$ cat src/rtl/coriolis_ker1_xn_fifo.sv
// Elastic first-word-fall-through FIFO for the coriolis ker1 xn stream (DEPTH-1 RAM words + output register).
// Optional occupancy high-water mark port `hwm` is built when XN_FIFO_HWM_EN is defined.
module coriolis_ker1_xn_fifo #(
    parameter int STREAMW = 34,
    parameter int DEPTH   = 16,
    parameter int AW      = $clog2(DEPTH)
) (
    input  logic               clk,
    input  logic               rst,
    input  logic [STREAMW-1:0] in1,
    input  logic               ivalid_in1,
    output logic               iready,
    output logic [STREAMW-1:0] out1,
    output logic               ovalid,
    input  logic               oready,
    output logic [AW:0]        count
`ifdef XN_FIFO_HWM_EN
    ,
    output logic [AW:0]        hwm
`endif
);

    localparam logic [AW:0]   CNT_ONE   = (AW+1)'(1);
    localparam logic [AW:0]   CNT_FULL  = (AW+1)'(DEPTH);
    localparam logic [AW:0]   CNT_ALMOST = (AW+1)'(DEPTH - 1);
    localparam logic [AW-1:0] PTR_LAST  = AW'(DEPTH - 2);

    typedef enum logic [1:0] {
        EMPTY = 2'd0,
        MID   = 2'd1,
        FULL  = 2'd2
    } state_t;

    state_t state, state_next;

    logic [STREAMW-1:0] mem [0:DEPTH-2];
    logic [AW-1:0]      rd_ptr, wr_ptr;
    logic [AW-1:0]      rd_ptr_next, wr_ptr_next;
    logic [AW:0]        count_next;
    logic               push, pop;
    logic               ram_has_data;
    logic               ram_we;
    logic               out_load_in;
    logic               out_load_ram;
    logic               ovalid_next;

    // Pointers cycle over the DEPTH-1 RAM slots, not over a power of two.
    function automatic logic [AW-1:0] ptr_inc(input logic [AW-1:0] p);
        return (p == PTR_LAST) ? '0 : p + AW'(1);
    endfunction

    assign push         = ivalid_in1 & iready;
    assign pop          = ovalid & oready;
    assign ram_has_data = (count > CNT_ONE);

    always_comb begin
        state_next   = state;
        count_next   = count;
        ram_we       = 1'b0;
        out_load_in  = 1'b0;
        out_load_ram = 1'b0;
        ovalid_next  = ovalid;

        case (state)
            EMPTY: begin
                if (push) begin
                    out_load_in = 1'b1;
                    ovalid_next = 1'b1;
                    count_next  = CNT_ONE;
                    state_next  = MID;
                end
            end
            MID: begin
                if (push && !pop) begin
                    ram_we     = 1'b1;
                    count_next = count + CNT_ONE;
                    if (count == CNT_ALMOST) begin
                        state_next = FULL;
                    end
                end else if (pop && !push) begin
                    count_next = count - CNT_ONE;
                    if (ram_has_data) begin
                        out_load_ram = 1'b1;
                    end else begin
                        ovalid_next = 1'b0;
                        state_next  = EMPTY;
                    end
                end else if (push && pop) begin
                    // With only the output register occupied the new word skips the RAM.
                    if (ram_has_data) begin
                        ram_we       = 1'b1;
                        out_load_ram = 1'b1;
                    end else begin
                        out_load_in = 1'b1;
                    end
                end
            end
            FULL: begin
                if (pop) begin
                    out_load_ram = 1'b1;
                    count_next   = CNT_ALMOST;
                    state_next   = MID;
                end
            end
            default: begin
                state_next  = EMPTY;
                count_next  = '0;
                ovalid_next = 1'b0;
            end
        endcase
    end

    assign rd_ptr_next = out_load_ram ? ptr_inc(rd_ptr) : rd_ptr;
    assign wr_ptr_next = ram_we       ? ptr_inc(wr_ptr) : wr_ptr;

    always_ff @(posedge clk or negedge rst) begin
        if (!rst) begin
            state  <= EMPTY;
            count  <= '0;
            iready <= 1'b0;
            ovalid <= 1'b0;
            out1   <= '0;
            rd_ptr <= '0;
            wr_ptr <= '0;
        end else begin
            state  <= state_next;
            count  <= count_next;
            iready <= (count_next < CNT_FULL);
            ovalid <= ovalid_next;
            rd_ptr <= rd_ptr_next;
            wr_ptr <= wr_ptr_next;
            if (out_load_in) begin
                out1 <= in1;
            end else if (out_load_ram) begin
                out1 <= mem[rd_ptr];
            end
        end
    end

    always_ff @(posedge clk) begin
        if (ram_we) begin
            mem[wr_ptr] <= in1;
        end
    end

`ifdef XN_FIFO_HWM_EN
    // count_next never exceeds DEPTH, so the mark saturates there naturally.
    always_ff @(posedge clk or negedge rst) begin
        if (!rst) begin
            hwm <= '0;
        end else if (count_next > hwm) begin
            hwm <= count_next;
        end
    end
`endif

endmodule
$ cat config.mk
export PLATFORM = sky130hd
export DESIGN_NAME = coriolis_ker1_xn_fifo
export DESIGN_NICKNAME = d
export VERILOG_FILES = /design/src/rtl/coriolis_ker1_xn_fifo.sv
export SDC_FILE = /design/constraint.sdc
export NUM_CORES = 1
export LEC_CHECK = 0
export CAP_MARGIN = 10
export CORE_MARGIN = 8
export CORE_UTILIZATION = 61
export DETAILED_ROUTE_END_ITERATION = 8
export GPL_TIMING_DRIVEN = 0
export PLACE_DENSITY = 0.81
export SETUP_SLACK_MARGIN = 0.2
export SYNTH_ARGS = -nofsm -noshare
export SYNTH_HDL_FRONTEND = slang
export SYNTH_SLANG_ARGS = --single-unit
$ cat constraint.sdc
create_clock -name clk -period 6.44 [get_ports clk]
set_input_delay 1.288 -clock clk [delete_from_list [all_inputs] [get_ports clk]]
set_output_delay 1.288 -clock clk [all_outputs]
set_load 0.1 [all_outputs]
==> impl_metrics.ini <==
[worst_setup_path]
critPathSlowestCell = sky130_fd_sc_hd__nor3_2
critical_path.n_buffers_inverters = 5
path_common_cell = sky130_fd_sc_hd__buf_6
timing_startpoint_of_the_critical_path = ivalid_in1
critPathTopFamily = buffers and inverters
timing.reg2reg.worst_path_depth = 7
regToRegEndpoint = out1[30]$_DFFE_PN0P_
timing.critical_path.fanout_max = 10
timing.critical_path.required_ns = 6.72
timing.setup.critical_path_class = primary input to flop
worst_ep_arrival_time_ns = 4.68
timing.rr.start = count[1]$_DFFE_PN0P_
setup.worst_path.end_class = flop
largest_incremental_delay_on_the_critical_path_ns = 0.58
reg2reg_setup_slack_ns = 2.83
worstPathCellList = clkdlybuf4s50_1 -> nand2_1 -> inv_1 -> ha_1 -> clkbuf_1 -> o211ai_1 -> or2_2 -> nor3_2 -> buf_6 -> buf_6
timing.critical_path.from_type = primary input

[hold_path]
timing.hold.worst_endpoint = out1[31]$_DFFE_PN0P_
hold_path.startpoint = out1[31]$_DFFE_PN0P_
worstHoldPathCells = 2
worst_hold_path_type = flop to flop

[synth]
number_of_different_library_cells_in_the_post_synthesis_netlist = 49
synthesis.instances = 1293
synth_ff_type = sky130_fd_sc_hd__edfxtp_1
combinational_family_with_the_most_area_after_synthesis = multiplexers
synthesis.nets = 1343
count_of_flip_flops_with_a_built_in_enable_after_synthesis = 510
post_synth_fa_ha_maj_area_fraction = 0.00672
yosysWarningCount = 0
ys_ff_latch = 561
synth_simple_gate_area_share = 0.0501
synth-compound-area-share = 0.0688
yosys.area_share.xor_xnor = 0
synth_area_sq_mm = 0.0223
synth.area.mux_share = 0.107
synthesis.area_per_instance_sq_um = 17.3
synthArstFlopShare = 0.0909
synth_seq_area_share = 0.743

[pwr]
total_power_uw = 10600
total_leakage_power_uw = 0.00856
vdd_ir_drop_max_uv = 270
power-per-cell-area_mw_per_mm2 = 406

[cts]
clock_sink_count = 561
clk_root_buf = sky130_fd_sc_hd__clkbuf_16
cts_resized = 0
cts_tree = yes
cts_htree_levels = 2
clk_pin_slew_ns = 0.06
cts_hold_buf = 0
postCtsSetupRepairBufs = 0
tritoncts.num_buffers = 54
clock_tree.buffer_depth = 3
worstSkewPairLatency_ns = 0.58

[global_routing]
antenna_found_initial = 1
gr-usage-all-layers = 0.254
grt_pass1_vias = 13700
grt_start_max_net_pins = 34
globalRoute.totalOverflow = 0
wire_length_of_the_first_global_routing_pass_mm = 83.3

[placed_design]
port_buffers = 78
global_placement_routability_congestion = 0.877
dp.final_hpwl_mm = 34.4

[detailed_routing]
first_iter_violations = 1640
dr.pass1.iters = 5
route.detailed.vias_per_inst = 6.73
totalWireLength_mm = 54.8
drc = 0
routed-via-count = 13300
final_antenna_net_count = 0
wl_per_cell_um = 27.7

[final_layout]
layout.nets = 1513
post_layout_util = 0.716
layout-drive-gt1-share = 0.178
areaGrowthSynthToFinish_pct = 16.5

[job]
max_cap_viol_count = 0

[sta]
finalHoldViolations = 0
clock_skew_after_layout_ns = 0.0165
final.period_utilization = 0.685
achievable-frequency_mhz = 227
tightest_slew_ns = 1.09
final-max-slew-violation-count = 0
unrepaired_setup_endpoints_after_global_routing = no
relSlewSlack = 0.264
setup-tns-final_ns = 0
count_of_final_setup_violators = 0
hold-worst-slack_ns = 0.557
final_period_minus_worst_setup_slack_ns = 4.41

[floorplan]
top_level_ports = 79
fp-row-count = 70
die_x_um = 207
fp.coreArea_sq_mm = 0.0363
die_y_um = 207
initial_utilization = 0.614
dieArea_sq_mm = 0.0430

[outcome]
result_of_the_run = finished, final reports clean
[cells by family (layout without fill, tap and decap cells)]
| kind of cell | after synthesis | in the layout |
|---|---|---|
| AOI/OAI and AO/OA | 220 | 220 |
| and+or+nand+nor | 256 | 256 |
| other | 0 | 1 |
| buffers and inverters | 129 | 344 |
| adders and majority gates | 12 | 12 |
| muxes | 115 | 115 |
| DFF | 561 | 561 |
[worst register-to-register path, delay by kind of cell (launching register included)]
kind / cells / cell delay, ns
buffers and inverters: 3 / 1.43
flip-flops: 1 / 0.48
AO/OA/AOI/OAI: 3 / 1.34
adder cells (fa/ha/maj): 1 / 0.19
[Yosys cell counts (all sizes together), types with 3 or more instances]
cell | number | area, sq um
a2111oi | 4 | 41.3
a211oi | 30 | 225
a21o | 5 | 37.5
a21oi | 12 | 60.1
a22o | 5 | 43.8
a31oi | 31 | 194
buf | 38 | 204
clkbuf | 45 | 169
dfrtp | 51 | 1280
edfxtp | 510 | 15300
ha | 12 | 150
inv | 46 | 173
mux2 | 9 | 101
mux2i | 8 | 80.1
mux4 | 98 | 2210
nand2 | 50 | 188
nand2b | 7 | 43.8
nand3 | 3 | 15.0
nor2 | 140 | 526
nor2b | 35 | 219
nor3 | 9 | 50.1
nor4 | 3 | 18.8
o211ai | 33 | 248
o21ai | 48 | 240
o221ai | 31 | 272
o22ai | 4 | 25.0
o31ai | 3 | 22.5
[final cells by class]
class	instances	area, sq um
Multi-Input combinational cell	603	5290
Tap cell	468	586
Inverter	46	173
Antenna cell	1	2.50
Clock buffer	82	1600
Buffer	83	373
Clock inverter	19	143
Timing Repair Buffer	114	1270
Sequential cell	561	16600
Fill cell	2057	10300
[how the worst max path moves through the flow]
stage | endpoint | depth (start not counted)
after global routing | mem[2][13]$_DFFE_PP_ | 10
after CTS | mem[3][15]$_DFFE_PP_ | 10
after detailed placement | mem[2][13]$_DFFE_PP_ | 10
after floorplan | mem[2][0]$_DFFE_PP_ | 6
after global placement | mem[2][13]$_DFFE_PP_ | 7
final | mem[3][18]$_DFFE_PP_ | 10
[power by group]
group / switching [uW] / internal, uW
combinational: 2120 / 935
clock: 1320 / 1790
sequential: 152 / 4250
[metal layers]
metal  vias to the layer above  wire, um  track usage
met5                         -         0            0
met4                         0      2620        0.128
met3                       180      5870       0.0492
met2                      1019     26500        0.406
met1                      6666     19900        0.334
li1                       5440         -            -
[cell usage in the layout (no fill, tap or decap), drive strengths merged, types with 3 or more instances in the layout]
cell,count
mux2i,8
ha,12
edfxtp,510
dfrtp,51
nor3,9
a31oi,31
mux4,98
a21oi,12
nand3,3
o22ai,4
clkdlybuf4s50,77
o221ai,31
a22o,5
buf,75
clkbuf,127
a21o,5
o21ai,48
nor4,3
nor2,140
nor2b,35
o31ai,3
a211oi,30
o211ai,33
mux2,9
inv,46
clkinv,15
a2111oi,4
nand2,50
nand2b,7
[metrics by stage]
stage | setup WS (ns) | area (sq um) | std cells
6_report | 2.03 | 26000 | 1977
5_1_grt | 1.83 | 26000 | 1977
4_1_cts | 2.10 | 26000 | 1976
3_5_place_dp | 1.57 | 24300 | 1875
3_3_place_gp | -3.66 | 23700 | 1839
2_1_floorplan | 0.381 | 22300 | 1293
[flip-flops by register name, indices dropped and copies added (netlist names)]
| register | flops |
|---|---|
| ovalid | 1 |
| mem | 510 |
| wr_ptr | 4 |
| out1 | 34 |
| state | 2 |
| iready | 1 |
| count | 5 |
| rd_ptr | 4 |
Note: power is estimated with default switching activity, not from simulation.
